**src/rtl/ide_pio_cycle_sequencer.sv**
```systemverilog
// ---------------------------------------------------------------------------
// ide_pio_cycle_sequencer
//
// Device-side stage behind the XT-to-IDE bridge. The bridge presents IDE
// strobes as levels for as long as the host cycle lasts. This block turns
// each request into one timed ATA PIO cycle (setup, active, IORDY wait,
// recovery). It holds the XT bus through io_ready for the whole device
// cycle and latches the 16-bit read data for the bridge.
//
// Ports
//   clock, reset          system clock, synchronous active-high reset
//   ide_cs1fx/ide_cs3fx   bridge chip selects (active low)
//   ide_io_read_n/_write_n bridge level strobes (active low)
//   ide_address           bridge register address
//   ide_data_bus_out      bridge write data
//   ide_data_bus_in       latched device read data back to the bridge
//   io_ready              XT I/O channel ready (0 stretches the host cycle)
//   dev_cs0_n/dev_cs1_n   ATA chip selects
//   dev_da                ATA register address
//   dev_dior_n/dev_diow_n ATA read/write strobes
//   dev_dd_out/dev_dd_oe  ATA write data and its output enable
//   dev_dd_in             ATA read data
//   dev_iordy             ATA IORDY (1 = ready)
//   timeout               sticky IORDY timeout flag, cleared only by reset
// ---------------------------------------------------------------------------
module ide_pio_cycle_sequencer #(
    parameter int SETUP_CYCLES    = 2,
    parameter int ACTIVE_CYCLES   = 6,
    parameter int RECOVERY_CYCLES = 3,
    parameter int IORDY_TIMEOUT   = 255
) (
    input  logic        clock,
    input  logic        reset,
    input  logic        ide_cs1fx,
    input  logic        ide_cs3fx,
    input  logic        ide_io_read_n,
    input  logic        ide_io_write_n,
    input  logic [2:0]  ide_address,
    input  logic [15:0] ide_data_bus_out,
    output logic [15:0] ide_data_bus_in,
    output logic        io_ready,
    output logic        dev_cs0_n,
    output logic        dev_cs1_n,
    output logic [2:0]  dev_da,
    output logic        dev_dior_n,
    output logic        dev_diow_n,
    output logic [15:0] dev_dd_out,
    output logic        dev_dd_oe,
    input  logic [15:0] dev_dd_in,
    input  logic        dev_iordy,
    output logic        timeout
);

    localparam int MAX_SA  = (SETUP_CYCLES > ACTIVE_CYCLES) ? SETUP_CYCLES : ACTIVE_CYCLES;
    localparam int MAX_RT  = (RECOVERY_CYCLES > IORDY_TIMEOUT) ? RECOVERY_CYCLES : IORDY_TIMEOUT;
    localparam int MAX_ALL = (MAX_SA > MAX_RT) ? MAX_SA : MAX_RT;
    localparam int CW      = (MAX_ALL < 1) ? 1 : $clog2(MAX_ALL + 1);

    // Counters count down to zero, so each state loads its length minus one.
    localparam logic [CW-1:0] LD_SETUP = CW'(SETUP_CYCLES - 1);
    localparam logic [CW-1:0] LD_ACT   = CW'(ACTIVE_CYCLES - 1);
    localparam logic [CW-1:0] LD_REC   = CW'(RECOVERY_CYCLES - 1);
    localparam logic [CW-1:0] LD_TO    = CW'(IORDY_TIMEOUT - 1);

    typedef enum logic [2:0] {
        S_IDLE    = 3'd0,
        S_SETUP   = 3'd1,
        S_ACTIVE  = 3'd2,
        S_RECOVER = 3'd3,
        S_DONE    = 3'd4
    } state_t;

    state_t        r_state;
    logic [CW-1:0] r_cnt;
    logic          r_wait;     // minimum active time served, now waiting on IORDY
    logic          r_is_read;
    logic          w_req;
    logic          w_exit;     // active phase ends on this edge
    logic          w_to;       // ...and it ends because IORDY never came

    // A request needs a chip select and exactly one strobe; both strobes low is ignored.
    assign w_req = (~ide_cs1fx | ~ide_cs3fx) & (ide_io_read_n ^ ide_io_write_n);

    // Decide whether the active phase ends now, and whether that end is a timeout.
    always_comb begin
        w_exit = 1'b0;
        w_to   = 1'b0;
        if (r_state == S_ACTIVE) begin
            if (r_wait) begin
                if (dev_iordy) begin
                    w_exit = 1'b1;
                end else if (r_cnt == '0) begin
                    w_exit = 1'b1;
                    w_to   = 1'b1;
                end else begin
                    w_exit = 1'b0;
                end
            end else if (r_cnt == '0) begin
                if (dev_iordy) begin
                    w_exit = 1'b1;
                end else if (IORDY_TIMEOUT == 0) begin
                    w_exit = 1'b1;
                    w_to   = 1'b1;
                end else begin
                    w_exit = 1'b0;
                end
            end else begin
                w_exit = 1'b0;
            end
        end else begin
            w_exit = 1'b0;
        end
    end

    // Cycle sequencer; every device-facing output is driven from here as a register.
    always_ff @(posedge clock) begin
        if (reset) begin
            r_state         <= S_IDLE;
            r_cnt           <= '0;
            r_wait          <= 1'b0;
            r_is_read       <= 1'b0;
            dev_cs0_n       <= 1'b1;
            dev_cs1_n       <= 1'b1;
            dev_da          <= 3'd0;
            dev_dior_n      <= 1'b1;
            dev_diow_n      <= 1'b1;
            dev_dd_oe       <= 1'b0;
            dev_dd_out      <= 16'hFFFF;
            ide_data_bus_in <= 16'hFFFF;
            io_ready        <= 1'b1;
            timeout         <= 1'b0;
        end else begin
            case (r_state)
                S_IDLE: begin
                    if (w_req) begin
                        r_is_read <= ~ide_io_read_n;
                        dev_cs0_n <= ide_cs1fx;
                        dev_cs1_n <= ide_cs3fx;
                        dev_da    <= ide_address;
                        dev_dd_oe <= ~ide_io_write_n;
                        if (~ide_io_write_n) begin
                            dev_dd_out <= ide_data_bus_out;
                        end
                        io_ready  <= 1'b0;
                        r_cnt     <= LD_SETUP;
                        r_state   <= S_SETUP;
                    end
                end
                S_SETUP: begin
                    if (r_cnt == '0) begin
                        if (r_is_read) begin
                            dev_dior_n <= 1'b0;
                        end else begin
                            dev_diow_n <= 1'b0;
                        end
                        r_wait  <= 1'b0;
                        r_cnt   <= LD_ACT;
                        r_state <= S_ACTIVE;
                    end else begin
                        r_cnt <= r_cnt - CW'(1);
                    end
                end
                S_ACTIVE: begin
                    if (w_exit) begin
                        dev_dior_n <= 1'b1;
                        dev_diow_n <= 1'b1;
                        if (r_is_read) begin
                            // A timed-out read returns all ones rather than bus garbage.
                            ide_data_bus_in <= w_to ? 16'hFFFF : dev_dd_in;
                        end
                        if (w_to) begin
                            timeout <= 1'b1;
                        end
                        r_wait  <= 1'b0;
                        r_cnt   <= LD_REC;
                        r_state <= S_RECOVER;
                    end else if (!r_wait && (r_cnt == '0)) begin
                        r_wait <= 1'b1;
                        r_cnt  <= LD_TO;
                    end else begin
                        r_cnt <= r_cnt - CW'(1);
                    end
                end
                S_RECOVER: begin
                    if (r_cnt == '0) begin
                        dev_cs0_n <= 1'b1;
                        dev_cs1_n <= 1'b1;
                        dev_dd_oe <= 1'b0;
                        io_ready  <= 1'b1;
                        r_state   <= S_DONE;
                    end else begin
                        r_cnt <= r_cnt - CW'(1);
                    end
                end
                S_DONE: begin
                    // Wait for the host to end its cycle so one request makes one device cycle.
                    if (ide_io_read_n && ide_io_write_n) begin
                        r_state <= S_IDLE;
                    end
                end
                default: begin
                    r_state <= S_IDLE;
                end
            endcase
        end
    end

endmodule
```
**config.mk**
```make
export PLATFORM = sky130hd
export DESIGN_NAME = ide_pio_cycle_sequencer
export DESIGN_NICKNAME = d
export VERILOG_FILES = /design/src/rtl/ide_pio_cycle_sequencer.sv
export SDC_FILE = /design/constraint.sdc
export NUM_CORES = 1
export LEC_CHECK = 0
export CORE_ASPECT_RATIO = 0.8
export CORE_UTILIZATION = 47
export CTS_BUF_LIST = sky130_fd_sc_hd__clkbuf_2 sky130_fd_sc_hd__clkbuf_4 sky130_fd_sc_hd__clkbuf_8
export CTS_CLUSTER_DIAMETER = 40
export CTS_CLUSTER_SIZE = 28
export DETAILED_ROUTE_END_ITERATION = 8
export HOLD_SLACK_MARGIN = 0.02
export PLACE_DENSITY = 0.81
export SLEW_MARGIN = 20
export SYNTH_ARGS = -nofsm -noshare
export SYNTH_HDL_FRONTEND = slang
export SYNTH_SLANG_ARGS = --single-unit
```
**constraint.sdc**
```tcl
create_clock -name clock -period 2.8 [get_ports clock]
set_clock_uncertainty 0.05 [all_clocks]
set_input_delay 0.7 -clock clock [delete_from_list [all_inputs] [get_ports clock]]
set_output_delay 0.7 -clock clock [all_outputs]
set_load 0.01 [all_outputs]
```
; ---- Word-level counts from Yosys, hierarchy flattened
; Cells that the tools add are included.
[totals]
ff_bits = 55
latchBits = 0
ram_bits = 0
romBits = 0
in_bits = 42
out_inout_bits = 42
word_cells = 95
mem_count = 0
[classes]
addsub = 1
mul = 0
div = 0
order_cmp = 0
n_eq_ne = 13
shift = 0
mux = 42
bitwise = 7
n_reduce_logical = 18
[ops]
columns = cell, count
row1 = 8-bit two-way mux, 5
row2 = 8-bit one-hot mux with 4 select lines, 1
row3 = 1-bit two-way mux, 22
row4 = 3-bit AND reduction, 6
row5 = 16-bit two-way mux, 1
row6 = 2-bit inequality test (second input constant), 8
row7 = 3-bit two-way mux, 5
row8 = 3-bit one-hot mux with 5 select lines, 1
row9 = 1-bit one-hot mux with 2 select lines, 7
row10 = 8-bit logical NOT, 1
row11 = 4-bit AND reduction, 2
row12 = 8-bit by 1-bit subtractor with 8-bit output (second input constant), 1
row13 = 3-bit by 2-bit == test with 1-bit output (second input constant), 2
row14 = 5-bit AND reduction, 1
row15 = 1-bit NOT, 4
row16 = 2-bit nonzero test, 2
row17 = 4-bit nonzero test, 1
row18 = 3-bit by 1-bit == test with 1-bit output (second input constant), 1
row19 = 3-bit == test (second input constant), 1
row20 = 3-bit logical NOT, 1
row21 = 3-bit by 2-bit inequality test with 1-bit output (second input constant), 1
row22 = 1-bit logical AND, 2
row23 = 2-bit AND reduction, 1
row24 = 1-bit AND, 1
row25 = 3 further kinds, 3

; ---- Longest topological paths before layout
; Gate-level depths: netlist of the first run.
[depth]
depth_word = 7
ltp_mapped = 9
ltp_nobuf = 7

; ---- Worst setup path after synthesis of the first run
; OpenSTA, ideal clock, no wires.
[synth_path]
path_kind = input to register
startpoint = in ide_io_read_n
endpoint = reg dev_dd_out[10]
setup_time_ns = 0.062
t_arrival_ns = 2.473
t_required_ns = 2.688
path_slack_ns = 0.215
path_stages = 8
path_buffers = 2
path_cell_list = ha_1 > a21bo_2 > or4_1 > clkbuf_1 > nor2_1 > buf_2 > nand2_1 > nand3b_1
[synth_between]
elab_chain_cells = 3
[synth_lines]
columns = item, line_no
row1 = from (decl), 36  ; input logic ide_io_read_n,
row2 = 1-bit bitwise XOR, 82  ; assign w_req = (~ide_cs1fx | ~ide_cs3fx) & (ide_io_read_n ^ ide_io_write_n);
row3 = 1-bit AND, 82
row4 = 3-bit AND reduction (no source line), -
row5 = to (signal assigned), 142  ; dev_dd_out <= ide_data_bus_out;
row6 = to (decl), 47  ; output logic [15:0] dev_dd_out,
; No other way between the ends.
; A chain may end at the register's enable or synchronous reset.

; ---- Final worst setup path of the first run
[layout_path]
startpoint = in ide_io_read_n
endpoint = reg dev_dd_out[7]
; The elaborated chain is that of the path after synthesis.

==> results of run 1 <==
[power by group through the flow]
stage,combinational [mW],clock (mW),sequential [mW]
final,1.18,0.505,1.02
after global routing,1.31,0.557,1.05
after CTS,1.18,0.526,1.02
after detailed placement,1.17,0,1.04
after global placement,1.15,0,1.04
after floorplan,0.803,0,1.02
[layout make-up]
type	instances	area (sq um)	area share, %
Multi-Input combinational cell	220	1319	37.46
Timing Repair Buffer	93	905.9	25.73
Clock buffer	6	76.32	2.168
Sequential cell	55	1101	31.27
Clock inverter	1	30.03	0.8529
Inverter	3	11.26	0.3198
Tap cell	62	77.57	2.203
[per-layer routing]
metal | track usage (%) | part of all wire [%]
met5 | 0 | 0
met4 | 6.681 | 1.2
met3 | 4.401 | 7.0
met2 | 34.43 | 45
met1 | 30.34 | 47
[through the flow]
stage                     std cells  cell area, sq um  hold WS (ns)  setup slack, ns
final                           440              3521        0.4047           0.2540
after CTS                       440              3521        0.4148           0.2541
after global routing            440              3521        0.4468           0.1268
after floorplan                 297              2535        0.4148           0.2151
after detailed placement        433              3415        0.3971         -0.06051
after global placement          433              3415        0.3853        -0.009446
[cells in the mapped netlist (6+ instances only)]
library cell  number  area, sq um
a21oi_1           11        55.05
clkbuf_1          13        48.80
dfxtp_1           55         1101
mux2i_1            6        60.06
nand2_1           45        168.9
nand3b_1          19        142.6
nor2_1            37        138.9
nor3_1            22        110.1
o21ai_0           10        50.05
o21bai_1          17        127.6
[logic make-up (layout without fill, tap and decap cells)]
family                     count (synthesis)  count (layout)  share of synthesized area [%]
xor gates and xnor gates                   5               5                          1.728
adders and majority gates                  3               3                          1.481
and+or+nand+nor                          146             146                          29.12
muxes                                      7               7                          2.813
DFF                                       55              55                          43.44
AOI/OAI and AO/OA                         59              59                          16.88
buffers and inverters                     22             103                          4.541
[how the worst min path moves through the flow]
stage,depth (start not counted),end,slack [ns]
6_report,2,io_ready,0.40
3_3_place_gp,2,io_ready,0.39
3_5_place_dp,2,io_ready,0.40
5_1_grt,2,dev_dd_out[13],0.45
4_1_cts,2,io_ready,0.41
2_1_floorplan,2,r_cnt[1],0.41
[state kept, by name, indices dropped and copies added (netlist names)]
name / flops
r_state: 3
io_ready: 1
dev_dior_n: 1
r_wait: 1
dev_cs0_n: 1
ide_data_bus_in: 16
r_is_read: 1
timeout: 1
dev_diow_n: 1
dev_da: 3
dev_cs1_n: 1
dev_dd_out: 16
dev_dd_oe: 1
r_cnt: 8
[critical path: cells and delay by family]
family | cells | cell delay (ns)
AOI/OAI and AO/OA | 1 | 0.22
and+or+nand+nor | 4 | 0.70
adders and majority gates | 1 | 0.28
buffers and inverters | 3 | 0.84
==> results.tsv, run 1 <==
metric	value	unit
Top Ports	84	
CTS Buffer Depth	2	
Lkg Pwr	1.485	nW
fill count	420	
first-pass GRT wire length	9894	um
DR vias	2361	
R2R cell count	7	
sequential area share after synthesis	43.44	%
CTS tree	done	
Yosys reg bits	55	
most frequent cells in the layout	clkdlybuf4s50_1 (83), dfxtp_1 (55), nand2_1 (45)	
vias in the first global route	2126	
share of layout cells above drive strength 1	7.407	%
Die Ht	67.69	um
Max Slew Vio Count	0	
GR Util All Layers	21.82	%
Tot Pwr	2.709	mW
asr flop ratio synth	0	%
Mapped Nets	342	
reg2reg end	ide_data_bus_in[13]	
VDD IR max	0.0004552	V
clock share of power	18.7	%
# resized after CTS	0	
DR WL/cell	13.83	um
status	finished with violations	
Antenna Nets Post-Route	0	
clock sinks	55	
Setup TNS	0	ns
Distinct cells, synth	49	
Hold Path Class	reg -> reg	
Setup Buffers After CTS	0	
switch share	36.03	%
failing checks	design-rule violations	
fin crit period	2.546	ns
Psw	0.9759	mW
DR pass1 iterations	6	
critical path class	in -> reg	
hold_buf cts	0	
DIE AREA	0.005693	sq mm
worst hold start	io_ready	
Worst path slowest cell	clkdlybuf4s50_1	
initial core utilization	49.77	%
Post-Syn Instances	297	
number of buffers created by CTS	5	
Reg clk slew, reported paths	0.09	ns
initial antenna violation count	0	
Data arrival, critical path	2.73	ns
Critical Path RT	2.99	ns
RSZ-0062 raised after global routing	no	
sequential share of power	37.7	%
final hold violations	0	
Port Buf Inserts	83	
Synth-to-Final Area Change	38.89	%
DRT Wirelength	6083	um
setup violators final	0	
max_slew headroom	64.18	%
chip width	84.11	um
Post-DP HPWL	4495	um
Cell Area, Synth	0.002535	sq mm
largest net degree at the start of global routing	48	
combinational share of power	43.7	%
CORE AREA	0.005094	sq mm
First DRT Iteration DRCs	163	
commonest non-fill, non-tap cell in the layout	clkdlybuf4s50_1	
Critical Path Source	ide_io_read_n	
Setup crit end	dev_dd_out[7]	
ys flop type	dfxtp_1	
actual slew at the worst max-slew pin	0.5323	ns
Yosys warnings	0	
CP endpoint kind	flop	
CP startpoint kind	input pin	
Placement Rows	23	
Max-Cap Viols	0	
Highest Clock Rate	392.8	MHz
Synth Area per Inst	8.535	sq um
power density over the cells	769.3	mW/mm^2
Placer Congestion	0.8850	
r2r setup slk	0.41	ns
Max H-tree Level	2	
nets	423	
crit share post-route	90.93	%
worst-path maximum fanout	16	
worst path cell trace	clkdlybuf4s50_1, ha_1, a21bo_2, or4_1, buf_4, nor2_1, buf_4, nand2_1, nand3b_1	
Final Core Density	69.12	%
GRT overflow	0	
Int Pwr	1.733	mW
DRC Markers	15	
RR Startpoint	r_cnt[0]	
clk root buf	clkbuf_8	
most used cell, CP	buf_4	
n_diodes	0	
number of enable flip-flop cells after synthesis	0	
Worst-Skew Late Latency	0.29	ns
CP peak stage delay	0.43	ns
via density per instance	5.366	
No activity file was read; power rests on OpenSTA's default activity.
==> run 2: changes to the inputs <==
--- a/config.mk
+++ b/config.mk
@@ -5,7 +5,9 @@
 export SDC_FILE = /design/constraint.sdc
 export NUM_CORES = 1
 export LEC_CHECK = 0
+export CAP_MARGIN = 10
 export CORE_ASPECT_RATIO = 0.8
+export CORE_MARGIN = 10
 export CORE_UTILIZATION = 47
 export CTS_BUF_LIST = sky130_fd_sc_hd__clkbuf_2 sky130_fd_sc_hd__clkbuf_4 sky130_fd_sc_hd__clkbuf_8
 export CTS_CLUSTER_DIAMETER = 40
==> run 2 against run 1 <==
  * Cell count rose by 0.45%
  * Setup slack worse by 0.048 ns
  * Sequential power barely moved
  * Combinational power up 6%
  * The run now ends clean
  * Largest power group unchanged
  * Via count rose by 1.9%
==> results.tsv, run 2 (synthesis gave the netlist of run 1 again) <==
metric	value	unit	change
status	complete, no violations		was finished with violations
CP endpoint kind	flop		unchanged
Reg clk slew, reported paths	0.10	ns	was 0.09 ns
Synth-to-Final Area Change	39.63	%	was 38.89%
CTS tree	done		unchanged
GRT overflow	0		unchanged
initial antenna violation count	0		unchanged
Top Layer Used	met4		unchanged
Worst path slowest cell	clkdlybuf4s50_1		unchanged
final hold violations	0		unchanged
CP peak stage delay	0.45	ns	was 0.43 ns
Setup TNS	0	ns	unchanged
setup slack at placement	-0.1028	ns	was -0.06051 ns
CP startpoint kind	input pin		unchanged
Die Ht	85.69	um	was 67.69 um
First DRT Iteration DRCs	139		was 163
Critical Path RT	2.95	ns	was 2.99 ns
clock sinks	55		unchanged
RSZ-0062 raised after global routing	no		unchanged
Largest regs	dev_dd_out x16, ide_data_bus_in x16, r_cnt x8		unchanged
DR WL met3	620	um	was 423 um
multi-input logic area	0.001319	sq mm	unchanged
GR Util All Layers	16.24	%	was 21.82%
Placer Congestion	0.8529		was 0.8850
Reg area	0.001101	sq mm	unchanged
Max-Cap Viols	0		unchanged
# resized after CTS	0		unchanged
Post-DP HPWL	5319	um	was 4495 um
fill count	408		was 420
power density over the cells	793.2	mW/mm^2	was 769.3 mW/mm^2
most frequent cells in the layout	clkdlybuf4s50_1 (83), dfxtp_1 (55), nand2_1 (45)		unchanged
vias in the first global route	2345		was 2126
R2R cell count	7		unchanged
Max Slew Vio Count	0		unchanged
worst hold start	dev_dd_out[15]		was io_ready
Max H-tree Level	2		unchanged
DR pass1 iterations	4		was 6
Top delay family on crit path	simple AND/OR/NAND/NOR gates		was buffers and inverters
commonest non-fill, non-tap cell in the layout	clkdlybuf4s50_1		unchanged
DR WL/cell	16.43	um	was 13.83 um
chip width	102.1	um	was 84.11 um
clk root buf	clkbuf_8		unchanged
via density per instance	5.441		was 5.366
hold_buf cts	0		unchanged
worst path bufs/invs	1		was 3
Antenna Nets Post-Route	0		unchanged
r2r setup slk	0.40	ns	was 0.41 ns
CORE AREA	0.005122	sq mm	was 0.005094 sq mm
Hold Path Class	reg -> reg		unchanged
crit share post-route	92.65	%	was 90.93%
Post-Place Cells	434		was 433
initial core utilization	49.49	%	was 49.77%
Setup Buffers After CTS	0		unchanged
fin crit period	2.594	ns	was 2.546 ns
Final Core Density	69.10	%	was 69.12%
share of layout cells above drive strength 1	7.895	%	was 7.407%
Top Ports	84		unchanged
max_slew headroom	65.70	%	was 64.18%
setup violators final	0		unchanged
Data arrival, critical path	2.74	ns	was 2.73 ns
n_diodes	0		unchanged
nets	424		was 423
DRT met1 WL	3214	um	was 2855 um
Port Buf Inserts	83		unchanged
Highest Clock Rate	385.5	MHz	was 392.8 MHz
hold depth	2		unchanged
actual slew at the worst max-slew pin	0.5138	ns	was 0.5323 ns
worst path cell trace	clkdlybuf4s50_1, ha_1, a21bo_2, or4_1, or2_2, nand2_1, nand3b_1		was clkdlybuf4s50_1, ha_1, a21bo_2, or4_1, buf_4, nor2_1, buf_4, nand2_1, nand3b_1
worst-path maximum fanout	17		was 16
number of buffers created by CTS	5		unchanged
Layout Cells excl Fill	442		was 440
Hold Crit Endpoint	dev_dd_out[15]		was io_ready
wire length on met2	3301	um	was 2732 um
first-pass GRT wire length	11650	um	was 9894 um
reg2reg end	ide_data_bus_in[15]		was ide_data_bus_in[13]
RR Startpoint	r_cnt[0]		unchanged
Worst-Skew Late Latency	0.30	ns	was 0.29 ns
DRC Markers	0		was 15
DR vias	2405		was 2361
VDD IR max	0.0004244	V	was 0.0004552 V
Placement Rows	23		unchanged
CTS Buffer Depth	2		unchanged
Final WS setup	0.2059	ns	was 0.2540 ns
DIE AREA	0.008749	sq mm	was 0.005693 sq mm
DRT Wirelength	7260	um	was 6083 um
largest net degree at the start of global routing	48		unchanged
critical path class	in -> reg		unchanged
Lkg Pwr	1.497	nW	was 1.485 nW
==> run 2: how the worst max path moves through the flow <==
stage,startpoint,endpoint,slack [ns],cells past startpoint
floorplan,ide_io_read_n,dev_dd_out[10],0.22,8
global placement,ide_io_write_n,dev_dd_out[14],-0.03,7
detailed placement,ide_io_read_n,dev_dd_out[12],-0.10,7
CTS,ide_io_read_n,dev_dd_out[5],0.22,7
global route,ide_io_read_n,dev_dd_out[5],0.07,9
finish,ide_io_read_n,dev_dd_out[5],0.21,7
==> run 2: per-layer routing <==
layer / global-route usage, % / vias up
met5: 0 / -
met3: 5.052 / 11
met2: 25.04 / 76
li1: - / 1203
met4: 5.627 / 0
met1: 20.89 / 1115
==> run 2: layout make-up <==
class                      count  area share, %
sequential                    55          31.11
clock inverter                 2         0.9898
tap                           62          2.192
clock buffer                   6          2.333
timing repair buffer          94          25.80
inverter                       3         0.3181
multi-input combinational    220          37.26
==> run 2: power breakdown <==
part	total, mW	switching [mW]	internal (mW)
sequential	1.01	0.110	0.897
combinational	1.25	0.672	0.581
clock	0.548	0.258	0.290
total	2.81	1.04	1.77
==> run 2: per-stage QoR <==
stage               hold WS (ns)  total power, mW  cell area, sq um
floorplan                 0.4148            1.823              2535
global placement          0.3794            2.217              3422
detailed placement        0.4046            2.252              3422
CTS                       0.4278            2.816              3540
global route              0.4442            2.987              3540
finish                    0.4246            2.808              3540
==> run 2: worst register-to-register path: cells and delay by family (launching register included) <==
family / cells / cell delay [ns]
flip-flops: 1 / 0.36
AO/OA/AOI/OAI: 2 / 0.43
adder cells (fa/ha/maj): 1 / 0.20
buffers and inverters: 1 / 0.09
AND/OR/NAND/NOR: 3 / 1.18
